$ cat src/rtl/mem_bus_arbiter.sv
// Two-master round-robin arbiter in front of one Avalon-style memory slave.
// m0 is read-only instruction fetch, m1 is read/write data; stalls are bounded by a timeout.
module mem_bus_arbiter #(
    parameter int TIMEOUT_CYCLES = 1024,
    parameter int CNT_W          = 16
) (
    input  logic        clk,
    input  logic        reset_n,
    input  logic [31:0] m0_address,
    input  logic        m0_read,
    output logic [31:0] m0_readdata,
    output logic        m0_waitrequest,
    input  logic [31:0] m1_address,
    input  logic        m1_read,
    input  logic        m1_write,
    input  logic [31:0] m1_writedata,
    output logic [31:0] m1_readdata,
    output logic        m1_waitrequest,
    output logic [31:0] s_address,
    output logic        s_read,
    output logic        s_write,
    output logic [31:0] s_writedata,
    input  logic [31:0] s_readdata,
    input  logic        s_waitrequest,
    output logic        bus_error
);

    // state | meaning
    // IDLE  | no transfer; arbitrate pending requests
    // BUSY  | granted master connected to the slave
    // ABORT | one-cycle timeout abort, bus_error asserted

    typedef enum logic [1:0] {
        ST_IDLE  = 2'd0,
        ST_BUSY  = 2'd1,
        ST_ABORT = 2'd2
    } state_t;

    localparam bit               TO_EN   = (TIMEOUT_CYCLES != 0);
    localparam logic [CNT_W-1:0] TO_LAST = CNT_W'(TIMEOUT_CYCLES - 1);

    state_t           state_q, state_d;
    logic             grant_q, grant_d;   // 0 = m0, 1 = m1
    logic             last_q, last_d;
    logic [CNT_W-1:0] cnt_q, cnt_d;

    logic m0_req, m1_req, gnt_req;

    assign m0_req  = m0_read;
    assign m1_req  = m1_read | m1_write;
    assign gnt_req = grant_q ? m1_req : m0_req;

    always_ff @(posedge clk) begin
        if (!reset_n) begin
            state_q <= ST_IDLE;
            grant_q <= 1'b0;
            last_q  <= 1'b1;
            cnt_q   <= '0;
        end else begin
            state_q <= state_d;
            grant_q <= grant_d;
            last_q  <= last_d;
            cnt_q   <= cnt_d;
        end
    end

    always_comb begin
        state_d = state_q;
        grant_d = grant_q;
        last_d  = last_q;
        cnt_d   = cnt_q;
        case (state_q)
            ST_IDLE: begin
                if (m0_req || m1_req) begin
                    state_d = ST_BUSY;
                    grant_d = (m0_req && m1_req) ? ~last_q : m1_req;
                    cnt_d   = '0;
                end
            end
            ST_BUSY: begin
                // A master dropping its request mid-stall is a protocol violation; release quietly.
                if (!s_waitrequest || !gnt_req) begin
                    state_d = ST_IDLE;
                    last_d  = grant_q;
                    cnt_d   = '0;
                end else if (TO_EN && (cnt_q == TO_LAST)) begin
                    state_d = ST_ABORT;
                    cnt_d   = '0;
                end else begin
                    cnt_d = cnt_q + 1'b1;
                end
            end
            ST_ABORT: begin
                state_d = ST_IDLE;
                last_d  = grant_q;
                cnt_d   = '0;
            end
            default: begin
                state_d = ST_IDLE;
                cnt_d   = '0;
            end
        endcase
    end

    always_comb begin
        s_address      = '0;
        s_read         = 1'b0;
        s_write        = 1'b0;
        s_writedata    = '0;
        m0_readdata    = '0;
        m1_readdata    = '0;
        m0_waitrequest = m0_req;
        m1_waitrequest = m1_req;
        bus_error      = 1'b0;
        case (state_q)
            ST_BUSY: begin
                if (!grant_q) begin
                    s_address      = m0_address;
                    s_read         = m0_read;
                    m0_waitrequest = s_waitrequest;
                    m0_readdata    = s_readdata;
                end else begin
                    // Simultaneous read and write from m1 is treated as a write.
                    s_address      = m1_address;
                    s_read         = m1_read & ~m1_write;
                    s_write        = m1_write;
                    s_writedata    = m1_writedata;
                    m1_waitrequest = s_waitrequest;
                    m1_readdata    = s_readdata;
                end
            end
            ST_ABORT: begin
                bus_error = 1'b1;
                if (!grant_q) m0_waitrequest = 1'b0;
                else          m1_waitrequest = 1'b0;
            end
            default: ;
        endcase
    end

endmodule
$ cat config.mk
export PLATFORM = sky130hd
export DESIGN_NAME = mem_bus_arbiter
export DESIGN_NICKNAME = d
export VERILOG_FILES = /design/src/rtl/mem_bus_arbiter.sv
export SDC_FILE = /design/constraint.sdc
export NUM_CORES = 1
export LEC_CHECK = 0
export ABC_AREA = 0
export CORE_AREA = 2 2 103 105
export CTS_CLUSTER_SIZE = 24
export DETAILED_ROUTE_END_ITERATION = 10
export DIE_AREA = 0 0 105 107
export HOLD_SLACK_MARGIN = 0.05
export PLACE_DENSITY = 0.81
export SYNTH_ARGS = -nofsm -noshare
export SYNTH_HDL_FRONTEND = slang
export SYNTH_SLANG_ARGS = --single-unit
$ cat constraint.sdc
create_clock -name clk -period 4.5 [get_ports clk]
set_clock_uncertainty 0.2 [all_clocks]
set_input_delay 0.9 -clock clk [delete_from_list [all_inputs] [get_ports clk]]
set_output_delay 0.9 -clock clk [all_outputs]
set_load 0.05 [all_outputs]
==> results.md, run 1 <==
Synthesis:
- In this run the cell area of the synthesized design comes to 2340 sq um.
- The post-synthesis async set-or-reset flop share is 0.
- Counting every net in the synthesized netlist gives 452.
- After synthesis, the largest family of logic cells by area is simple AND/OR/NAND/NOR gates.
- The share of the synthesized area in compound gates (AO/OA/AOI/OAI) was 0.0968.
- Counting flops with a built-in enable in the synthesized netlist gives 0.
- For this run, the register share of the synthesized area comes to 0.171.
- In the synthesized netlist the dominant register cell turns out to be dfxtp_1.
- Of the total synthesized cell area, the portion taken by XOR and XNOR cells is 0.0262.
- The unique cell type count in the Yosys netlist is 45.
- The gate count after technology mapping is 314.
- The number of synthesis warnings is 0.
- The per-instance average area after synthesis is 7.45 sq um.
- The simple-gate area share of the yosys netlist is 0.480.
- The flop and latch count out of synthesis is 20.
- The portion of synthesized area spent on multiplexers is 0.137.
- Of the total synthesized cell area, the portion taken by full adders, half adders and majority gates is 0.0214.

Place:
- The congestion estimate from routability-driven global placement came to 0.886.
- The number of buffers inserted by port buffering is 266.
- Summed over all nets, the half-perimeter wirelength after detailed placement is 12.7 mm.

Global routing:
- For this run the aggregate overflow at the end of global routing stands at 0.
- The number of global-route vias before repair came to 3211.
- The first global-routing pass estimated 21.0 mm of wire.
- The total track usage is 0.251.
- The pin count of the biggest net entering global routing is 60.
- The initial antenna violation count is 8.

Finish:
- The net total in the final layout is 696.
- The layout has 968 filler cells.
- Summing all multi-input logic gate instances after layout gives 1780 sq um.
- The fraction of final layout cells with drive strength greater than 1 is 0.0916.
- The area taken by flip-flops and latches is 404 sq um.
- Relative to the synthesized area, the layout overhead comes to 118%.

Die:
- The floorplan step defined a die boundary enclosing 11200 sq um.
- The core region is 10100 sq um.
- From left edge to right edge, the die measures 105 um.
- The number of placement rows is 37.
- The effective utilization at floorplan is 0.232.
- The top-level port count is 267.
- The y dimension of the die is 107 um.

Route:
- The number of nets with antenna violations after routing is 0.
- The violation count after the first detailed-route iteration is 266.
- For this run, the detailed router's first-pass iteration total came to 5.
- The wire length reported by the detailed router is 15.1 mm.
- In the routed design, unresolved DRC markers number 0.
- In the final routed layout, each cell accounts on average for 21.6 um.
- The routed via count is 3348.
- The detail-routed via count per cell is 4.79.

STA:
- The clock period minus final worst setup slack is 3860 ps.
- The fmax is 259 MHz.
- The number of hold violations in the final report is 0.
- The max-slew violation total from the final report is 0.
- Setup violations remaining at the end of the flow were counted as 0.
- Measured against its own limit, the worst slew margin works out to 0.405.
- Setup repair after global routing left no endpoint under its margin.
- At the pin with the least slew margin, the transition time is 893 ps.
- The setup TNS is 0 ps.
- The final critical-path share of the clock period is 0.858.

Setup path:
- Of all nets on the critical path, the largest fanout is 44.
- The required time at the worst-slack endpoint is 3400 ps.
- The class of the most critical setup path is reg -> out.
- The number of cells on the worst reg-to-reg path is 5.
- Data arrives at the worst endpoint at 2760 ps.
- STA classifies the critical path startpoint as a register.
- The worst setup path is captured at an output port.

Clocking:
- CTS built an H-tree with a depth of 1.
- For this design, the CTS-stage hold fixing added 0 buffers.
- The clock-pin slew on the worst setup and hold paths is 70 ps.
- The CTS tree is done.
- For the worst-skew pair, the clock arrives at the later sink with an insertion delay of 260 ps.
- The CTS root buffer is clkbuf_8.
- Post-CTS repair changed the size of 0 cells.
- After clock tree synthesis, the setup repair step added 0 buffers.
- The longest clock path from root to sink contains 2 buffers.
- TritonCTS created 3 clock buffers.
- The tree built by TritonCTS fans out to 20 sinks.

Worst hold path:
- The hold path depth is 2.
- The tightest min-delay check is of the reg -> reg type.

Outcome:
- The run finished with clean final reports.

Pwr:
- The highest ir drop seen on vdd is 0.138 mV.
- The design draws 1.13 mW.
- The power density normalized to cell area is 223 nW/um^2.
- The analysis attributes to cell leakage a power of 2.07 nW.

Run:
- The number of max-capacitance violations reported is 0.
## Yosys cell counts (3+ instances only)
cell | n | area (sq um)
nor2_1 | 3 | 11.3
nor3_1 | 10 | 50.1
ha_1 | 4 | 50.1
clkbuf_1 | 25 | 93.8
inv_1 | 6 | 22.5
o21ai_0 | 7 | 35.0
nand4_1 | 5 | 31.3
mux2i_1 | 32 | 320
or4_1 | 5 | 37.5
and2_1 | 32 | 200
buf_2 | 4 | 20.0
dfxtp_1 | 20 | 400
a21oi_1 | 6 | 30.0
nand3_1 | 3 | 15.0
a211oi_1 | 4 | 30.0
nor2b_1 | 33 | 206
nand2_1 | 10 | 37.5
or3_1 | 4 | 25.0
xnor2_1 | 5 | 43.8
and3_1 | 66 | 413
## per-layer routing
metal / share of wire / vias up / GRT usage
met5: 0.0027 / - / 0
met4: 0.0022 / 6 / 0.0200
met3: 0.17 / 12 / 0.136
met2: 0.41 / 184 / 0.357
met1: 0.42 / 1533 / 0.346
li1: - / 1613 / -
## stage by stage
stage	hold slack [ps]	util	setup slack [ps]	instance area (sq um)	cells
floorplan	262	-	1150	2340	314
global placement	274	0.498	669	5030	689
detailed placement	293	0.498	660	5030	689
CTS	304	0.503	605	5080	693
global route	355	0.503	418	5080	693
finish	305	0.505	637	5100	699
## final cells by class
class                      count  area share
inverter                       7     0.00516
clock buffer                   4      0.0108
tap                          136      0.0334
timing repair buffer         271       0.519
antenna                        6     0.00295
sequential                    20      0.0793
multi-input combinational    255       0.350
## sequential cells by signal (all words and copies together), names as in the netlist
register and cells:
state_q 2, last_q 1, grant_q 1, cnt_q 16
## cells in the final DEF (no fill, tap or decap), types with 7 or more instances in the layout
master and instances:
and2_1 32, and3_1 66, buf_4 36, clkdlybuf4s50_1 233
dfxtp_1 19, mux2i_1 32, nand2_1 10, nor2b_1 33
nor3_1 10, o21ai_0 7
## cells by family (layout without fill, tap and decap cells)
logic type,after synthesis,count (layout)
fa+ha+maj,4,4
buf+inv,39,282
mux,32,32
xor+xnor,7,7
compound gates,31,31
flops,20,20
other cells,0,6
simple gates,181,181
## power breakdown
part | leakage, nW | total [mW] | switching [mW] | internal (mW)
combinational | 1.88 | 0.795 | 0.476 | 0.318
sequential | 0.163 | 0.203 | 0.0208 | 0.182
clock | 0.0288 | 0.136 | 0.0586 | 0.0778
## path summary, 6_finish.rpt
path | from | slack (ps) | end
min reg2reg | cnt_q[1] | 300 | cnt_q[1]
max | state_q[1] | 640 | m1_waitrequest
min | cnt_q[1] | 300 | cnt_q[1]
max reg2reg | grant_q | 1650 | state_q[1]
## critical path, stage by stage, from the launching register on
cell and delay [ps]:
dfxtp_1 330, inv_1 80, ha_2 610, nor2_1 190
o21a_1 210, o21ai_0 190, clkdlybuf4s50_1 890
(Power assumes the default switching activity.)
==> run 2: changes to the inputs <==
--- a/config.mk
+++ b/config.mk
@@ -12,6 +12,7 @@
 export DIE_AREA = 0 0 105 107
 export HOLD_SLACK_MARGIN = 0.05
 export PLACE_DENSITY = 0.81
+export SLEW_MARGIN = 5
 export SYNTH_ARGS = -nofsm -noshare
 export SYNTH_HDL_FRONTEND = slang
 export SYNTH_SLANG_ARGS = --single-unit
==> results of run 2 <==
No change in the layout: final DEF, timing and power equal those of run 1.
==> run 3: changes to the inputs <==
--- a/config.mk
+++ b/config.mk
@@ -12,6 +12,7 @@
 export DIE_AREA = 0 0 105 107
 export HOLD_SLACK_MARGIN = 0.05
 export PLACE_DENSITY = 0.81
+export SKIP_LAST_GASP = 1
 export SLEW_MARGIN = 5
 export SYNTH_ARGS = -nofsm -noshare
 export SYNTH_HDL_FRONTEND = slang
==> results of run 3 <==
No change in the layout: final DEF, timing and power equal those of run 1.
==> RTL change (settings of run 2) <==
`CNT_W`: 16 -> 14.
--- a/src/rtl/mem_bus_arbiter.sv
+++ b/src/rtl/mem_bus_arbiter.sv
@@ -2,7 +2,7 @@
 // m0 is read-only instruction fetch, m1 is read/write data; stalls are bounded by a timeout.
 module mem_bus_arbiter #(
     parameter int TIMEOUT_CYCLES = 1024,
-    parameter int CNT_W          = 16
+    parameter int CNT_W          = 14
 ) (
     input  logic        clk,
     input  logic        reset_n,
Behaviour: same outputs for any inputs over 10 cycles, from zero or initial values and one cycle with reset_n low; that may be too few to reach the edited logic, so the function may still have changed.
==> RTL change against run 2 <==
  * Synthesized cell count is 5.1% lower
  * Design area is 1.6% lower
  * Count of clock-buffer cells in the layout stayed put
  * Sequential cell count is 2 lower
  * Worst setup slack better by 17 ps
  * Total power is 13% lower
  * Die area stayed put
  * Synthesized area is 6.4% lower
  * Wire length is 12% lower
  * Maximum frequency is 0.44% higher
  * Cell count is 2.7% lower
  * Combinational power is 17% lower
  * Highest routed layer unchanged
==> RTL change: results (changes against run 2) <==
[metrics] # fillers: 982 (+1.4%)
[metrics] global-route usage over all layers: 0.2178 (-0.03341)
[metrics] top cells by area in the synthesized netlist: sky130_fd_sc_hd__and3_1 (19%), sky130_fd_sc_hd__dfxtp_1 (16%), sky130_fd_sc_hd__mux2i_1 (15%)
[metrics] Peak VDD IR: 221.7 uV (+61%)
[metrics] final weighted congestion in routability-driven placement: 0.9272 (+4.7%)
[metrics] xor-xnor portion of the synthesized cell area: 0.04000 (+0.01380)
[metrics] share of synthesized cell area in full adder, half adder and majority cells: 0.02286 (+0.001467)
[metrics] sequential-to-total area share from yosys stat: 0.1646 (-0.006552)
[metrics] pin count of the biggest net entering global routing: 97 (+62%)
[metrics] average routed wire per standard cell: 19.52 um (-9.7%)
[metrics] fraction of final layout cells with drive strength greater than 1: 0.02574 (-0.06583)
[metrics] via total after detailed routing: 3,194 (-4.6%)
[metrics] HPWL after DPL: 10,970 um (-13%)
[metrics] quantity of I/O buffers inserted on ports: 266 (unchanged)
[metrics] global-route wire length before repair: 18,970 um (-9.6%)
[metrics] Syn Nets: 436 (-3.5%)
[metrics] synthesized-area fraction occupied by ao, oa, aoi and oai cells: 0.07657 (-0.02022)
[metrics] count of distinct cell types in the synthesized netlist: 37 (-18%)
[metrics] 1st-pass router iterations: 4 (-1)
[metrics] number of antenna repair diodes: 0 (-6)
[metrics] run status: finished, final reports clean
[metrics] via count of the first global-routing pass: 3,149 (-1.9%)
[metrics] worst slew pin tran: 949.6 ps (+56.91 ps)
[metrics] Leakage Power: 1.997 nW (-3.6%)
[metrics] Worst EP arrival: 2750 ps (about the same)
[metrics] highest fanout seen on the critical path: 7 (-84%)
[metrics] top post-synthesis cells by count: sky130_fd_sc_hd__and3_1 (65), sky130_fd_sc_hd__nor2b_1 (34), sky130_fd_sc_hd__and2_1 (33), sky130_fd_sc_hd__mux2i_1 (32), sky130_fd_sc_hd__clkbuf_1 (23)
[metrics] multiplexer share of the synthesized area: 0.1463 (+0.009387)
[metrics] ys flop type: sky130_fd_sc_hd__dfxtp_1
[metrics] top flop regs: cnt_q (14), state_q (2)
[metrics] number of antenna violations at the first check in global routing: 1 (-7)
[metrics] layout net count: 683 (-1.9%)
[metrics] library cell used as clock root buffer: sky130_fd_sc_hd__clkbuf_8
[RTL change: cell types whose count changed after synthesis, sizes merged, moves of 2 or more]
| cell | run 2 | this run |
|---|---|---|
| nor2 | 3 | 13 |
| o211a | 0 | 2 |
| buf | 7 | 5 |
| clkbuf | 25 | 23 |
| a211oi | 5 | 0 |
| inv | 6 | 3 |
| dfxtp | 20 | 18 |
| o221a | 2 | 0 |
| nor3 | 10 | 2 |
| xor2 | 2 | 4 |
[RTL change: through the flow]
step	hold WS [ps]	setup slack, ps	util	instance area (sq um)	instances
after detailed placement	270.4	663.7	0.4913	4959	676
after global placement	260.2	706.3	0.4913	4959	676
after global routing	294.8	532.4	0.4968	5014	680
final	277.4	653.8	0.4968	5014	680
after CTS	277.5	658.2	0.4968	5014	680
after floorplan	249.1	1153	-	2190	298
[RTL change: path summary, 6_finish.rpt]
path | from | end | slack [ps] | depth (start not counted)
setup / recovery | m1_write | s_read | 650 | 4
hold / removal | cnt_q[1] | cnt_q[1] | 280 | 2
setup reg to reg | state_q[0] | cnt_q[13] | 1970 | 7
hold reg to reg | cnt_q[1] | cnt_q[1] | 280 | 2
[RTL change: per-layer routing]
layer	routed length [um]	track usage	up-vias
li1	-	-	1530
met1	5702	0.2835	1492
met2	5814	0.3335	151
met3	1482	0.09301	19
met4	261	0.04952	2
met5	13	0	-
[RTL change: power by group]
part	switching (mW)	internal [mW]	total, mW	leakage, nW
Sequential	0.0265	0.163	0.190	0.146
Combinational	0.376	0.283	0.660	1.82
Clock	0.0567	0.0779	0.135	0.0288
Total	0.459	0.524	0.984	2.00
[RTL change: cells by family after synthesis]
family,after synthesis
AO/OA/AOI/OAI,24
buffers and inverters,31
AND/OR/NAND/NOR,179
adder cells (fa/ha/maj),4
XOR/XNOR,10
flip-flops,18
multiplexers,32
[RTL change: final cells by class]
type                    instances  area [sq um]  share of cell area
clock buffers                   4         55.05             0.01098
inverters                       3         11.26            0.002246
multi-input cells             249          1708              0.3407
flip-flops and latches         18         364.1             0.07262
well taps                     136         170.2             0.03394
repair buffers                270          2705              0.5396
[RTL change: critical path, stage by stage]
cell	delay, ps
sky130_fd_sc_hd__clkdlybuf4s50_1	540
sky130_fd_sc_hd__nand3b_1	220
sky130_fd_sc_hd__a21boi_0	240
sky130_fd_sc_hd__clkdlybuf4s50_1	850
